File: src/rtl/lcd_bus_decoder_if.sv
// 4-bit character-LCD write bus (LCD_E / LCD_RS / LCD_RW / SF_D).
// The master modport is the LCD driver side; the slave modport is the listener.
interface lcd_bus_decoder_if;
    logic       LCD_E;
    logic       LCD_RS;
    logic       LCD_RW;
    logic [3:0] SF_D;

    modport master (output LCD_E, output LCD_RS, output LCD_RW, output SF_D);
    modport slave  (input  LCD_E, input  LCD_RS, input  LCD_RW, input  SF_D);
endinterface

File: src/rtl/lcd_bus_decoder.sv
// Responder for the 4-bit character-LCD write bus.
// - Rebuilds command/data bytes from nibble strobes on the falling edge of LCD_E.
// - Tracks the DDRAM cursor.
// - Mirrors the visible 2x16 characters in a shadow buffer.
// Optional feature macro LCD_DEC_CLEAR_EN:
// - Defined: the clear command runs a 32-cycle blank fill and drives busy.
// - Undefined: the clear command behaves as home, and busy stays 0.
module lcd_bus_decoder #(
    parameter int          SYNC_STAGES = 2,
    parameter logic [7:0]  BLANK_CHAR  = 8'h20
) (
    input  logic                CLK,
    input  logic                RST,
    lcd_bus_decoder_if.slave    lcd,
    output logic                byte_valid,
    output logic [7:0]          byte_data,
    output logic                byte_rs,
    output logic [6:0]          cur_addr,
    output logic                init_done,
    output logic                busy,
    output logic                proto_err,
    input  logic [4:0]          rd_idx,
    output logic [7:0]          rd_char
);

    localparam logic [1:0] ST_INIT = 2'd0;
    localparam logic [1:0] ST_HI   = 2'd1;
    localparam logic [1:0] ST_LO   = 2'd2;

    // Next DDRAM address after a data write.
    // Line 1 spans 0x00..0x27 and line 2 spans 0x40..0x67; each end wraps to the other line.
    function automatic logic [6:0] addr_step(input logic [6:0] a, input logic inc);
        logic [6:0] n;
        if (inc) begin
            if (a == 7'h27)      n = 7'h40;
            else if (a == 7'h67) n = 7'h00;
            else                 n = a + 7'd1;
        end else begin
            if (a == 7'h00)      n = 7'h67;
            else if (a == 7'h40) n = 7'h27;
            else                 n = a - 7'd1;
        end
        return n;
    endfunction

    // Columns 0x28..0x3F on either line do not exist.
    function automatic logic addr_hole(input logic [6:0] a);
        return (a[5:0] >= 6'h28);
    endfunction

    // A set-address into a hole snaps to the start of that line.
    function automatic logic [6:0] addr_clamp(input logic [6:0] a);
        return addr_hole(a) ? (a & 7'h40) : a;
    endfunction

    logic       e_sync  [SYNC_STAGES];
    logic       rs_sync [SYNC_STAGES];
    logic       rw_sync [SYNC_STAGES];
    logic [3:0] d_sync  [SYNC_STAGES];
    logic       e_last_p0;

    logic [1:0] state;
    logic [3:0] hi_nib;
    logic       hi_rs;
    logic       id_inc;

    logic       fill_busy;
    logic [4:0] fill_idx;

    logic [7:0]  shadow_mem [32];
    logic [31:0] shadow_vld;

    logic       strobe_p0;
    logic       rs_in;
    logic       rw_in;
    logic [3:0] nib_in;
    logic [7:0] byte_now;
    logic       byte_done;
    logic       act_en;
    logic       wr_en;
    logic [4:0] wr_idx;

    assign busy = fill_busy;

    // Enable-line synchroniser and edge history; cleared so reset never fakes a strobe.
    always_ff @(posedge CLK) begin
        if (RST) begin
            for (int i = 0; i < SYNC_STAGES; i++) e_sync[i] <= 1'b0;
            e_last_p0 <= 1'b0;
        end else begin
            e_sync[0] <= lcd.LCD_E;
            for (int i = 1; i < SYNC_STAGES; i++) e_sync[i] <= e_sync[i-1];
            e_last_p0 <= e_sync[SYNC_STAGES-1];
        end
    end

    // Qualifier synchroniser; only looked at when a strobe is present.
    always_ff @(posedge CLK) begin
        rs_sync[0] <= lcd.LCD_RS;
        rw_sync[0] <= lcd.LCD_RW;
        d_sync[0]  <= lcd.SF_D;
        for (int i = 1; i < SYNC_STAGES; i++) begin
            rs_sync[i] <= rs_sync[i-1];
            rw_sync[i] <= rw_sync[i-1];
            d_sync[i]  <= d_sync[i-1];
        end
    end

    // ---- stage p0: strobe detect and byte assembly
    // Strobe decode and shadow-write qualification for the current cycle.
    always_comb begin
        strobe_p0 = e_last_p0 & ~e_sync[SYNC_STAGES-1];
        rs_in     = rs_sync[SYNC_STAGES-1];
        rw_in     = rw_sync[SYNC_STAGES-1];
        nib_in    = d_sync[SYNC_STAGES-1];
        byte_now  = {hi_nib, nib_in};
        byte_done = strobe_p0 & ~rw_in & (state == ST_LO);
        act_en    = byte_done & ~fill_busy;
        wr_en     = act_en & rs_in & (cur_addr[5:0] < 6'd16);
        wr_idx    = {cur_addr[6], cur_addr[3:0]};
    end

    // ---- stage p1: byte report, cursor update and error flags
    // Nibble FSM, byte reporting and command/data actions.
    always_ff @(posedge CLK) begin
        if (RST) begin
            state      <= ST_INIT;
            init_done  <= 1'b0;
            byte_valid <= 1'b0;
            byte_data  <= 8'h00;
            byte_rs    <= 1'b0;
            cur_addr   <= 7'h00;
            id_inc     <= 1'b1;
            proto_err  <= 1'b0;
        end else begin
            byte_valid <= 1'b0;
            if (strobe_p0 && rw_in) begin
                proto_err <= 1'b1;
            end else if (strobe_p0) begin
                case (state)
                    ST_INIT: begin
                        if (rs_in) begin
                            proto_err <= 1'b1;
                        end else if (nib_in == 4'h2) begin
                            state     <= ST_HI;
                            init_done <= 1'b1;
                        end
                    end
                    ST_HI: begin
                        hi_nib <= nib_in;
                        hi_rs  <= rs_in;
                        state  <= ST_LO;
                    end
                    ST_LO: begin
                        state      <= ST_HI;
                        byte_valid <= 1'b1;
                        byte_data  <= byte_now;
                        byte_rs    <= rs_in;
                        if (rs_in != hi_rs) proto_err <= 1'b1;
                        if (fill_busy) begin
                            proto_err <= 1'b1;
                        end else if (rs_in) begin
                            cur_addr <= addr_step(cur_addr, id_inc);
                        end else if (byte_now[7]) begin
                            cur_addr <= addr_clamp(byte_now[6:0]);
                            if (addr_hole(byte_now[6:0])) proto_err <= 1'b1;
                        end else if (byte_now == 8'h01) begin
                            cur_addr <= 7'h00;
                            id_inc   <= 1'b1;
                        end else if (byte_now[7:1] == 7'b0000001) begin
                            cur_addr <= 7'h00;
                        end else if (byte_now[7:2] == 6'b000001) begin
                            id_inc <= byte_now[1];
                        end
                    end
                    default: state <= ST_INIT;
                endcase
            end
        end
    end

`ifdef LCD_DEC_CLEAR_EN
    logic clear_go;
    assign clear_go = act_en & ~rs_in & (byte_now == 8'h01);

    // Clear sequencer: busy for exactly 32 cycles, one blank entry per cycle.
    always_ff @(posedge CLK) begin
        if (RST) begin
            fill_busy <= 1'b0;
            fill_idx  <= 5'd0;
        end else if (clear_go) begin
            fill_busy <= 1'b1;
            fill_idx  <= 5'd0;
        end else if (fill_busy) begin
            fill_idx <= fill_idx + 5'd1;
            if (fill_idx == 5'd31) fill_busy <= 1'b0;
        end
    end
`else
    assign fill_busy = 1'b0;
    assign fill_idx  = 5'd0;
`endif

    // Shadow character storage; the fill and data writes never overlap.
    always_ff @(posedge CLK) begin
        if (fill_busy)  shadow_mem[fill_idx] <= BLANK_CHAR;
        else if (wr_en) shadow_mem[wr_idx]   <= byte_now;
    end

    // Per-entry written flags; unwritten entries read back as blank after reset.
    always_ff @(posedge CLK) begin
        if (RST)        shadow_vld <= 32'h0;
        else if (fill_busy) shadow_vld[fill_idx] <= 1'b1;
        else if (wr_en) shadow_vld[wr_idx]   <= 1'b1;
    end

    // Registered read port.
    always_ff @(posedge CLK) begin
        rd_char <= shadow_vld[rd_idx] ? shadow_mem[rd_idx] : BLANK_CHAR;
    end

endmodule
File: src/flat_wrapper.sv
// flat-port wrapper written by rule: the top's interface ports become plain ports
module lcd_bus_decoder_flat 
#(
    parameter int          SYNC_STAGES = 2,
    parameter logic [7:0]  BLANK_CHAR  = 8'h20
)
  (CLK, RST, byte_valid, byte_data, byte_rs, cur_addr, init_done, busy, proto_err, rd_idx, rd_char, lcd_LCD_E, lcd_LCD_RS, lcd_LCD_RW, lcd_SF_D);
  lcd_bus_decoder_if lcd_i ();
  input  logic CLK;
  input  logic RST;
  output logic byte_valid;
  output logic [7:0] byte_data;
  output logic byte_rs;
  output logic [6:0] cur_addr;
  output logic init_done;
  output logic busy;
  output logic proto_err;
  input  logic [4:0] rd_idx;
  output logic [7:0] rd_char;
  input wire logic [$bits(lcd_i.LCD_E)-1:0] lcd_LCD_E;
  input wire logic [$bits(lcd_i.LCD_RS)-1:0] lcd_LCD_RS;
  input wire logic [$bits(lcd_i.LCD_RW)-1:0] lcd_LCD_RW;
  input wire logic [$bits(lcd_i.SF_D)-1:0] lcd_SF_D;
  assign lcd_i.LCD_E = lcd_LCD_E;
  assign lcd_i.LCD_RS = lcd_LCD_RS;
  assign lcd_i.LCD_RW = lcd_LCD_RW;
  assign lcd_i.SF_D = lcd_SF_D;
  lcd_bus_decoder #(.SYNC_STAGES(SYNC_STAGES), .BLANK_CHAR(BLANK_CHAR)) u_core (.CLK(CLK), .RST(RST), .lcd(lcd_i), .byte_valid(byte_valid), .byte_data(byte_data), .byte_rs(byte_rs), .cur_addr(cur_addr), .init_done(init_done), .busy(busy), .proto_err(proto_err), .rd_idx(rd_idx), .rd_char(rd_char));
endmodule
File: config.mk
export PLATFORM = sky130hd
export DESIGN_NAME = lcd_bus_decoder_flat
export DESIGN_NICKNAME = d
export VERILOG_FILES = /design/src/rtl/lcd_bus_decoder_if.sv /design/src/rtl/lcd_bus_decoder.sv /design/src/flat_wrapper.sv
export SDC_FILE = /design/constraint.sdc
export NUM_CORES = 1
export LEC_CHECK = 0
export ABC_AREA = 1
export BUFFER_PORTS_ARGS = -buffer_cell sky130_fd_sc_hd__buf_2
export CORE_ASPECT_RATIO = 0.9
export CORE_MARGIN = 5
export CORE_UTILIZATION = 45
export DETAILED_ROUTE_END_ITERATION = 6
export PLACE_DENSITY = 0.61
export SYNTH_ARGS = -nofsm -noshare
export SYNTH_HDL_FRONTEND = slang
export SYNTH_SLANG_ARGS = --single-unit
File: constraint.sdc
create_clock -name CLK -period 2.2 [get_ports CLK]
set_input_delay 0.33 -clock CLK [delete_from_list [all_inputs] [get_ports CLK]]
set_output_delay 0.33 -clock CLK [all_outputs]
set_load 0.005 [all_outputs]
# Word-level counts from Yosys, hierarchy flattened
# Memories as Yosys holds them, arrays and structs flattened. A register that Yosys moved wholly into a read port is not among the register bits.
# Index checks and enable logic that the tools add are counted.
# totals
ff_bits,60
mem_bits_rw,270
in_bits,14
output_inout_bits,28
word_cells,106
n_memories,5
# op_classes
add_sub_neg,2
magnitude_cmp,5
eq_ne,14
mux,36
bitwise,15
n_reduce_logical,17
# memory_table
name,words,word_bits,read_ports,rd_ports_with_merged_regs,wr,line_no,source
u_core.shadow_mem,32,8,1,1,1,lcd_bus_decoder.sv:70,logic [7:0] shadow_mem [32];
u_core.d_sync,2,4,2,0,2,lcd_bus_decoder.sv:59,logic [3:0] d_sync [SYNC_STAGES];
u_core.e_sync,2,1,2,0,2,lcd_bus_decoder.sv:56,logic e_sync [SYNC_STAGES];
u_core.rs_sync,2,1,2,0,2,lcd_bus_decoder.sv:57,logic rs_sync [SYNC_STAGES];
u_core.rw_sync,2,1,2,0,2,lcd_bus_decoder.sv:58,logic rw_sync [SYNC_STAGES];
# op_table
op,n
two-way mux 7 bit,9
bitwise OR 32 bit,1
two-way mux 1 bit,20
"equality test 7 bit, second input constant",2
"less-than comparator 5 x 6 -> 1 bit, second input constant",2
AND reduction 4 bit,3
"equality test 8 x 1 -> 1 bit, second input constant",1
"adder 7 x 1 -> 7 bit, second input constant",1
"equality test 7 x 1 -> 1 bit, second input constant",1
"equality test 7 x 6 -> 1 bit, second input constant",1
logical NOT 7 bit,1
inverter 1 bit,7
AND reduction 7 bit,1
"subtractor 7 x 1 -> 7 bit, second input constant",1
"equality test 6 x 1 -> 1 bit, second input constant",1
"greater-or-equal comparator 6 bit, second input constant",1
"less-than comparator 6 x 5 -> 1 bit, second input constant",1
two-way mux 6 bit,1
one-hot mux 2 bit (3 select lines),1
AND reduction 3 bit,2
AND 1 bit,5
binary-select mux 1 bit (select 5 bit),1
demux 1 bit (select 5 bit),1
"greater-or-equal comparator 5 x 1 -> 1 bit, second input constant",1
18 further kinds,23

# Depth between registers and ports, before layout
# Gate-level depths: netlist (run 1).
# An unclocked memory read counts as a cell.
# depth
depth_word,9
depth_mapped,11
depth_no_buf,11

# Worst setup path before layout (run 1)
# Ideal clock, no wire load.
# synth_path
path_type,reg2reg
start,register u_core.cur_addr[0]
end,register u_core.cur_addr[2]
setup_ps,116
arrival_time_ps,1630
path_slack_ps,454
path_stages_with_launch,10
n_path_buf,0
path_cell_list,dfxtp_1 -> inv_1 -> ha_1 -> inv_1 -> o21ai_0 -> or2_2 -> nand3_1 -> nand2_1 -> o21ai_0 -> nor2_1
# synth_via
elab_chain_cells,5
word_cells_on_any_way,12
# synth_rtl
element,line_no,source
start: declaration,lcd_bus_decoder.sv:18,"output logic [6:0] cur_addr,"
start signal: assignment,lcd_bus_decoder.sv:163,"cur_addr <= addr_step(cur_addr, id_inc);"
start signal: assignment,lcd_bus_decoder.sv:165,cur_addr <= addr_clamp(byte_now[6:0]);
subtractor 7 x 1 -> 7 bit (tied with other cells),lcd_bus_decoder.sv:41,else n = a - 7'd1;
two-way mux 7 bit (on tied branches),"lcd_bus_decoder.sv:40, lcd_bus_decoder.sv:36",
two-way mux 7 bit (on tied branches),"lcd_bus_decoder.sv:39, lcd_bus_decoder.sv:35",
two-way mux 7 bit (*),lcd_bus_decoder.sv:34,if (inc) begin
two-way mux 7 bit (*),lcd_bus_decoder.sv:162,end else if (rs_in) begin
# Mark *: on every way between the ends. The rest lies on a longest branch, timed or not.
# A chain may end at the register's enable or synchronous reset.

# Worst setup path after layout (run 1)
# layout_path
start,register u_core.state[1]
end,"memory u_core.shadow_mem[31][3], enable pin"
# layout_via
elab_chain_cells,6
# layout_rtl
element,line_no,source
start: declaration,lcd_bus_decoder.sv:62,logic [1:0] state;
start signal: assignment,lcd_bus_decoder.sv:127,state <= ST_INIT;
start signal: assignment,lcd_bus_decoder.sv:145,state <= ST_HI;
start signal: assignment,lcd_bus_decoder.sv:152,state <= ST_LO;
equality test 2 bit,lcd_bus_decoder.sv:117,byte_done = strobe_p0 & ~rw_in & (state == ST_LO);
AND 1 bit,lcd_bus_decoder.sv:117,
AND 1 bit (2 in series),lcd_bus_decoder.sv:119,wr_en = act_en & rs_in & (cur_addr[5:0] < 6'd16);
two-way mux 1 bit,lcd_bus_decoder.sv:207,else if (wr_en) shadow_mem[wr_idx] <= byte_now;
two-way mux 1 bit (not written as such),lcd_bus_decoder.sv:207,
end: declaration,lcd_bus_decoder.sv:70,
# No other way between the ends.

==> results of run 1 <==
==> routing by layer <==
metal	GRT usage [%]	up-vias	share of wire, %
met1	30.0	4837	44
met4	4.65	0	2.0
met2	32.5	386	47
met5	0	-	0
met3	2.96	54	7.7
li1	-	4960	-
==> metrics by stage <==
| step | power [W] | instance area (µm²) | worst slack, ps |
|---|---|---|---|
| 6_report | 0.0135 | 16400 | 288 |
| 5_1_grt | 0.0140 | 16400 | 146 |
| 4_1_cts | 0.0136 | 16400 | 290 |
| 3_5_place_dp | 0.00768 | 15200 | 262 |
| 3_3_place_gp | 0.00768 | 15200 | 266 |
| 2_1_floorplan | 0.00741 | 14400 | 454 |
==> synthesized netlist by cell type (all sizes together) <==
cell	count
nor3	10
nand4	4
nor4	1
a211oi	1
clkinv	5
nand2	488
xor2	2
ha	4
nor2	168
inv	140
a31o	1
or2	1
nand3	199
o211a	1
conb	1
o21ai	38
xnor2	1
buf	52
clkbuf	18
edfxtp	261
a31oi	2
a21oi	13
dfxtp	77
==> power breakdown <==
group	switching [W]	internal, W	leakage [nW]
clock network	0.00239	0.00358	0.559
logic	0.000481	0.000204	3.36
registers	0.0000190	0.00685	2.97
total	0.00289	0.0106	6.89
==> registers in the layout, summed over array words and instances, names as in the netlist, 4 cells and up <==
name / count
u_core.byte_data: 8
u_core.cur_addr: 7
u_core.d_sync: 8
u_core.hi_nib: 4
u_core.rd_char: 8
u_core.shadow_mem: 256
u_core.shadow_vld: 32
==> placed cells by master (no fill, tap or decap), types with 5 or more instances in the layout <==
master         synthesis  final
a21oi_1               13     13
buf_12                 0      7
buf_2                 39     39
buf_4                  5     36
clkbuf_1              17     14
clkbuf_16              0     36
clkinv_1               5      8
dfxtp_1               77     77
dlygate4sd3_1          0      6
edfxtp_1             261    261
inv_1                108    107
inv_2                 32     32
nand2_1              483    483
nand3_1              199    199
nor2_1               114    114
nor2_2                47     47
nor2_8                 5      5
nor3_1                10     10
o21ai_0               38     38
==> worst max-delay path, cell delays in order, from the launching register on <==
cell	delay [ps]
dfxtp_1	430
nand2_2	110
nor2_4	140
nand2_4	100
nor2_8	140
nand2_8	120
nor2_8	210
nand2_1	100
inv_1	240
==> path summary, 6_finish.rpt <==
path / start / to / slack (ps) / depth (start not counted)
hold / removal: lcd_LCD_E / u_core.e_sync[0][0] / 20 / 3
hold reg to reg: u_core.rw_sync[0][0] / u_core.rw_sync[0][1] / 330 / 0
setup reg to reg: u_core.state[1] / u_core.shadow_mem[31][3] / 290 / 8
setup / recovery: u_core.state[1] / u_core.shadow_mem[31][3] / 290 / 8
==> kinds of logic (layout without fill, tap and decap cells) <==
family	after synthesis	count (layout)	share of synthesized area, %
flip-flops	338	338	65.0
AO/OA/AOI/OAI	56	56	2.04
adder cells (fa/ha/maj)	4	4	0.347
buffers and inverters	215	297	6.17
other	1	1	0.0260
XOR/XNOR	3	3	0.182
AND/OR/NAND/NOR	871	871	26.3
==> layout make-up <==
type	instances	area, µm²
Clock buffer	52	981
Clock inverter	12	171
Fill cell	2911	15400
Inverter	145	547
Multi-Input combinational cell	935	4170
Sequential cell	338	9380
Tap cell	416	520
Timing Repair Buffer	88	666
==> repair_timing <==
action / CTS / global route
resized for setup: 0 / 0
endpoints found under the setup margin: 0 / 0
hold endpoints to repair: 6 / 0
hold buffers: 6 / 0
==> results.md, run 1 <==
- Initial Util: 45.4%
- CTS Buf Count: 35
- Die Wd: 199 µm
- Kind of critical path: flip-flop to flip-flop
- Setup TNS: 0 ps
- Initial antenna violation count: 0
- Final setup fails: 0
- Rows: just over 60
- CP Max Fanout: 8
- CTS H-Tree Depth: 2
- Ys Warns: 0
- Final Core Density: 51.7%
- Vias: between 10,000 and 15,000
- Drt pass-1 iters: 5
- Starting DRT DRC Count: 898
- Clock Sink Count: 338
- Syn nets: 1,506
- Status: completed
- Worst min-delay path class: primary input to flip-flop
- Share of layout cells above drive strength 1: 14.2%
- Sequential area share after synthesis: 65.0%
- CTS tree: built
- Non-Filler Instances: 1,986
- Max cap viols: 0
- Die height: 180 µm
- Setup bufs post-CTS: 0
- Residual DRC: 0
- Mapped Area: roughly 0.014 mm²
- Max Slew Vio Count: 0
- P&R area growth vs syn: 13.8%
- LEAKAGE: 6.89 nW
- Post-DP HPWL: 22.8 mm
- Crit share post-route: ~87%
- Clk_lat worst skew: 510 ps
- Placed Cells: 1,916
- Largest net degree at the start of global routing: 52
- Die footprint: 0.0358 mm²
- Num ports: 42
- RSZ-0062 raised after global routing: no
- Critical Path AT: between 2000 and 2500 ps
- Nets: 1,561
- Fin. Hold Viols: 0
- Area share of the largest cell type after synthesis: 54.3%
- Vias in the first global route: 9,860
- CORE AREA: 0.0318 mm²
- WHS: 20.0 ps
- Pwr per Cell Area: 823 mW/mm²
- Total congestion overflow: 0
- Synth area leaders: edfxtp_1 (54%), nand2_1 (13%), dfxtp_1 (11%), nand3_1 (6.9%), nor2_1 (3.0%)
- CP Capture Type: flip-flop
- VDD IR-drop max: 0.527 mV
- Gp weighted congestion: 0.856
- Yosys reg bits: 338
- Vias/cell: just over 5
- Tmin final: 1910 ps
- Total track usage: 20.4%
- Skew final: between 10 and 15 ps
- Global-route wire length before repair: 57.1 mm
- Number of port buffers: 40
- Clk slew on worst S/H paths: about 60 ps
- Least-Margin Pin Slew: 720 ps
- Rel. slew slack: 52.0%
- Area leader, netlist: edfxtp_1
- Routed WL per cell: roughly 18 µm
- Ant. Diodes: 0
- Root Buffer: clkbuf_16
- CP Launch Type: flip-flop
- Final ANT Viol Nets: 0
- Post-synthesis cell type count: 34
- Mapped Cells: 1,488
- CTS Buffer Depth: 3
- Avg Cell Area, Syn: 9.70 µm²
- Drt total wl: approximately 37 mm
- FMAX: about 520 MHz
- Required time worst endpoint: 2390 ps
Power figures use the tool's default switching activity.
==> inputs of run 2 (changes only) <==
- CTS_CLUSTER_SIZE: unset -> 20
- MAX_ROUTING_LAYER: unset -> met4
- RECOVER_POWER: unset -> 25
==> run 2 against run 1 <==
First-iteration DRC count fell by 6.7%. Routed wire length decreased by 0.14%. Non-clock buffer count unchanged. Combinational power decreased by 0.6%. Utilization decreased by 0.083 points. Register-to-register slack about the same. Cell area is 0.16% lower. Sequential cell count stayed put. Clock power barely moved. Setup slack lost 8.2 ps. Largest cell class unchanged.
==> results.md, run 2 (synthesized netlist as in run 1, its figures left out) <==
- Status: completed
- Die Wd: 199 µm (unchanged)
- Clock Sink Count: 338 (unchanged)
- Rows: 62 (unchanged)
- Most frequent cells in the layout: nand2_1 (484), edfxtp_1 (261), nand3_1 (199)
- Root Buffer: clkbuf_16
- Ant. Diodes: 0 (unchanged)
- CP Max Fanout: 8 (unchanged)
- Largest net degree at the start of global routing: 52 (unchanged)
- Drt pass-1 iters: 5 (unchanged)
- Post-CTS sizing: 0 (unchanged)
- Worst hold path depth: 3 (unchanged)
- Tmin final: 1920 ps (+8.20 ps)
- Fin. Hold Viols: 0 (unchanged)
- WHS: 17.5 ps (-2.50 ps)
- Most flops, register: u_core.shadow_mem
- Skew final: 12.3 ps (+0.159 ps)
- Global-route wire length before repair: 57.1 mm (about the same)
- Die height: 180 µm (unchanged)
- Gp weighted congestion: 0.870 (+1.6%)
- LEAKAGE: 6.88 nW (-0.15%)
- CTS H-Tree Depth: 2 (unchanged)
- CTS tree: built
- Most common cell after layout, fill and taps aside: nand2_1
- Placement Cell Area: 0.0152 mm² (unchanged)
- CTS Buf Count: 35 (unchanged)
- Vias in the first global route: 9,856 (-0.041%)
- Residual DRC: 0 (unchanged)
- Num ports: 42 (unchanged)
- Hold wc startpoint: lcd_LCD_E
- Die footprint: 0.0358 mm² (unchanged)
- Required time worst endpoint: 2390 ps (about the same)
- Share of layout cells above drive strength 1: 14.1% (-0.13 points)
- Final ANT Viol Nets: 0 (unchanged)
- Clk_lat worst skew: 510 ps (about the same)
- FMAX: 521 MHz (-0.43%)
- Crit share post-route: 87.3% (+0.37 points)
- Nets: 1,561 (unchanged)
- Setup TNS: 0 ps (unchanged)
- VDD IR-drop max: 0.530 mV (+0.52%)
- CORE AREA: 0.0318 mm² (unchanged)
- CP Capture Type: flip-flop
- Kind of critical path: flip-flop to flip-flop
- Pwr per Cell Area: 824 mW/mm² (+0.22%)
- Number of port buffers: 40 (unchanged)
- Max FFs per register: 256 (unchanged)
- Vias/cell: 5.13 (-0.46%)
- Starting DRT DRC Count: 838 (-6.7%)
- Least-Margin Pin Slew: 1410 ps (+695 ps)
- Vias: 10,200 (-0.46%)
- Total track usage: 21.1% (+0.61 points)
- Largest regs: u_core.shadow_mem: 256 flops, u_core.shadow_vld: 32 flops
- Drt total wl: 36.6 mm (-0.14%)
- Post-DP HPWL: 22.8 mm (unchanged)
- Rel. slew slack: 5.70% (-46 points)
- Cell area after layout: 0.0164 mm² (-0.16%)
- RSZ-0062 raised after global routing: no
- P&R area growth vs syn: 13.6%
- Worst reg-to-reg path cell count: 8 (unchanged)
- Initial Util: 45.4% (unchanged)
- Hold EP: u_core.e_sync[0][0]
- Final setup fails: 0 (unchanged)
- FF-to-FF End: u_core.shadow_mem[31][3]
- CP Launch Type: flip-flop
- Critical Path AT: 2110 ps (about the same)
- R2R Setup Slk: 280 ps (about the same)
- Routed WL per cell: 18.4 µm (-0.14%)
- Initial antenna violation count: 0 (unchanged)
- Max Slew Vio Count: 0 (unchanged)
- Worst min-delay path class: primary input to flip-flop
- Max cap viols: 0 (unchanged)
- Total congestion overflow: 0 (unchanged)
- Setup bufs post-CTS: 0 (unchanged)
- Clk slew on worst S/H paths: 60 ps (about the same)
- Startpoint of the worst register-to-register path: u_core.state[1]
- CTS Buffer Depth: 3 (unchanged)
## run 2: what timing repair did
action,CTS,global route
hold buffers,6,0
setup endpoints to repair,0,0
hold endpoints to repair,6,0
## run 2: worst max-delay path: stages (launching register included)
cell	delay, ps
dfxtp_1	430
nand2_2	110
nor2_4	140
nand2_4	100
nor2_8	140
nand2_8	120
nor2_8	210
nand2_1	100
inv_1	240
## run 2: stage by stage
| step | util [%] | setup slack, ps | std cells | total power (W) |
|---|---|---|---|---|
| global route | 51.6 | 143 | 1986 | 0.0140 |
| CTS | 51.7 | 290 | 1986 | 0.0136 |
| floorplan | - | 454 | 1488 | 0.00741 |
| detailed placement | 47.9 | 262 | 1916 | 0.00768 |
| global placement | 47.9 | 266 | 1916 | 0.00768 |
| finish | 51.6 | 280 | 1986 | 0.0135 |
## run 2: power by group
group,total (W),leakage (nW),internal [W],switching [W]
logic,0.000681,3.35,0.000201,0.000480
clock network,0.00598,0.559,0.00358,0.00240
registers,0.00687,2.97,0.00685,0.0000188
total,0.0135,6.88,0.0106,0.00290
## run 2: how the worst max path moves through the flow
stage | end | cells past startpoint | start | slack [ps]
floorplan | u_core.cur_addr[2] | 9 | u_core.cur_addr[0] | 450
global placement | u_core.rd_char[4] | 11 | rd_idx[0] | 270
detailed placement | u_core.rd_char[1] | 11 | rd_idx[0] | 260
CTS | u_core.shadow_mem[22][3] | 8 | u_core.state[1] | 290
global route | u_core.shadow_mem[31][4] | 8 | u_core.state[1] | 140
finish | u_core.shadow_mem[31][3] | 8 | u_core.state[1] | 280
## run 2: layout make-up
type	count	area, µm²
Fill cell	2918	15400
Timing Repair Buffer	88	647
Clock inverter	12	171
Clock buffer	52	981
Tap cell	416	520
Sequential cell	338	9380
Multi-Input combinational cell	935	4160
Inverter	145	547
## run 2: layer usage
layer,vias to the layer above,wire [µm],global-route usage [%]
met3,50,2180,2.79
met5,-,0,-
met4,0,750,4.65
li1,4955,-,-
met1,4857,16600,30.1
met2,328,17100,32.5
==> inputs of run 3 (changes only) <==
- CORE_MARGIN: 5 -> unset
- RECOVER_POWER: 25 -> unset
- clock period: 2.2 -> 2.1 ns (I/O delays scaled with it)
==> run 3 against run 2 <==
Worst hold slack gained 120 ps. Fmax increased by 0.62%. Utilization rose by 1.2 points. Combinational power rose by 5.6%. Cell area is 0.44% higher. Global-route usage is 1.9 points higher. Clock power up 4.0%. Setup slack lost 88 ps. Register-to-register slack worse by 90 ps.
==> results.md, run 3 (synthesized netlist as in run 1, its figures left out) <==
- Status: completed
- Initial Util: 46.3% (+0.86 points)
- Most flops, register: u_core.shadow_mem
- Die height: 172 µm (-4.4%)
- Non-Filler Instances: 1,984 (-0.10%)
- Total track usage: 23.0% (+1.9 points)
- Global-route wire length before repair: 55.0 mm (-3.7%)
- R2R Setup Slk: 190 ps (-90 ps)
- CORE AREA: 0.0312 mm² (-1.9%)
- Skew final: 11.0 ps (-1.31 ps)
- Number of port buffers: 40 (unchanged)
- WHS: 141 ps (+124 ps)
- Switching portion of total power: 21.0% (-0.42 points)
- Clock share of power: 44.0% (-0.2 points)
- Worst min-delay path class: primary input to flip-flop
- Least-Margin Pin Slew: 563 ps (-852 ps)
- Rel. slew slack: 62.3% (+57 points)
- Clk_lat worst skew: 510 ps (about the same)
- Vias in the first global route: 9,701 (-1.6%)
- Kind of critical path: flip-flop to flip-flop
- Ant. Diodes: 0 (unchanged)
- Root Buffer: clkbuf_16
- Max FFs per register: 256 (unchanged)
- Post-DP HPWL: 22.2 mm (-2.5%)
- Crit share post-route: 90.9% (+3.6 points)
- Setup TNS: 0 ps (unchanged)
- Required time worst endpoint: 2280 ps (-110 ps)
- Fin. Hold Viols: 0 (unchanged)
- Fillers: 2,830 (-3.0%)
- Critical Path AT: 2090 ps (-20 ps)
- Sequential cell area: 0.00938 mm² (unchanged)
- Final Core Density: 52.8% (+1.2 points)
- Gp weighted congestion: 0.892 (+2.5%)
- CTS Buffer Depth: 3 (unchanged)
- Drt pass-1 iters: 5 (unchanged)
- Setup bufs post-CTS: 0 (unchanged)
- CTS H-Tree Depth: 2 (unchanged)
- Num ports: 42 (unchanged)
- Routed WL per cell: 17.9 µm (-3.0%)
- CTS tree: built
- Final setup fails: 0 (unchanged)
- Comb pwr share: 5.1% (about the same)
- VDD IR-drop max: 0.645 mV (+22%)
- Die Wd: 191 µm (-4.0%)
- Share of layout cells above drive strength 1: 14.7% (+0.65 points)
- Area of the multi-input gates: 0.00417 mm² (+0.18%)
- Final ANT Viol Nets: 0 (unchanged)
- RSZ-0062 raised after global routing: no
- Starting DRT DRC Count: 723 (-14%)
- CTS Buf Count: 35 (unchanged)
- Initial antenna violation count: 0 (unchanged)
- FMAX: 524 MHz (+0.62%)
- Tmin final: 1910 ps (-11.8 ps)
- Max Slew Vio Count: 0 (unchanged)
- Nets: 1,567 (+0.38%)
- Vias: 10,100 (-0.59%)
- Most frequent cells in the layout: nand2_1 (483), edfxtp_1 (261), nand3_1 (199)
- Placed Cells: 1,914 (-0.10%)
- P&R area growth vs syn: 14.1%
- Max cap viols: 0 (unchanged)
- Total congestion overflow: 0 (unchanged)
- Largest net degree at the start of global routing: 60 (+15%)
- Most common cell after layout, fill and taps aside: nand2_1
- Internal power: 0.0112 W (+5.0%)
- Reg power frac: 50.9% (about the same)
- Clock Sink Count: 338 (unchanged)
- Residual DRC: 0 (unchanged)
- Vias/cell: 5.11 (-0.49%)
- Clk slew on worst S/H paths: 60 ps (about the same)
- CP Capture Type: flip-flop
- Largest regs: u_core.shadow_mem: 256 flops, u_core.shadow_vld: 32 flops
- CP Max Fanout: 8 (unchanged)
- CP Launch Type: flip-flop
- Pwr per Cell Area: 858 mW/mm² (+4.0%)
- Sw Pwr: 0.00297 W (+2.4%)
- Rows: 61 (-1.6%)
- Die footprint: 0.0328 mm² (-8.3%)
- Drt total wl: 35.5 mm (-3.1%)
- LEAKAGE: 6.93 nW (+0.77%)
-- run 3: cell types whose count changed in the layout (fill, tap and decap cells not counted), moves of 3 or more --
cell / before / now
clkinv_2: 3 / 6
clkbuf_1: 15 / 9
buf_4: 29 / 41
clkbuf_8: 2 / 5
clkbuf_2: 6 / 0
-- run 3: what timing repair did --
item	in CTS	in global routing
gates resized for setup	0	0
hold buffers	7	0
setup endpoints to repair	0	0
hold endpoints to repair	7	0
-- run 3: final timing paths --
path,startpoint,end,depth (start not counted)
max,u_core.state[1],u_core.shadow_mem[31][0],8
min reg2reg,u_core.d_sync[0][3],u_core.d_sync[0][7],0
max reg2reg,u_core.state[1],u_core.shadow_mem[31][0],8
min,RST,u_core.byte_valid,4
-- run 3: per-stage QoR --
stage	power (W)	worst slack (ps)	area (µm²)
5_1_grt	0.0146	64.4	16500
4_1_cts	0.0142	167	16500
6_report	0.0141	192	16500
2_1_floorplan	0.00777	354	14400
3_3_place_gp	0.00804	261	15300
3_5_place_dp	0.00805	185	15300
-- run 3: final cells by class --
class	instances	share of cell area [%]
clock buffers	51	6.24
clock inverters	12	0.797
repair buffers	94	4.33
inverters	145	3.32
flip-flops and latches	338	56.9
well taps	409	3.11
multi-input cells	935	25.3
-- run 3: layer usage --
layer  wire length (µm)  track usage, %
met1              16100            31.2
met2              16400            36.5
met3               2190            2.86
met4                726            6.33
met5                  0               -
-- run 3: power by group through the flow --
| stage | clock [W] | sequential [W] | combinational, W |
|---|---|---|---|
| floorplan | 0 | 0.00735 | 0.000416 |
| global placement | 0 | 0.00734 | 0.000703 |
| CTS | 0.00633 | 0.00719 | 0.000721 |
| finish | 0.00622 | 0.00719 | 0.000719 |
| detailed placement | 0 | 0.00734 | 0.000707 |
| global route | 0.00661 | 0.00719 | 0.000789 |
-- run 3: critical path, cell delays in order (launching register included) --
cell and delay [ps]:
dfxtp_1 430, nand2_2 110, nor2_4 140, nand2_4 90
nor2_8 150, nand2_8 120, nor2_8 190, nand2_1 100
inv_1 250
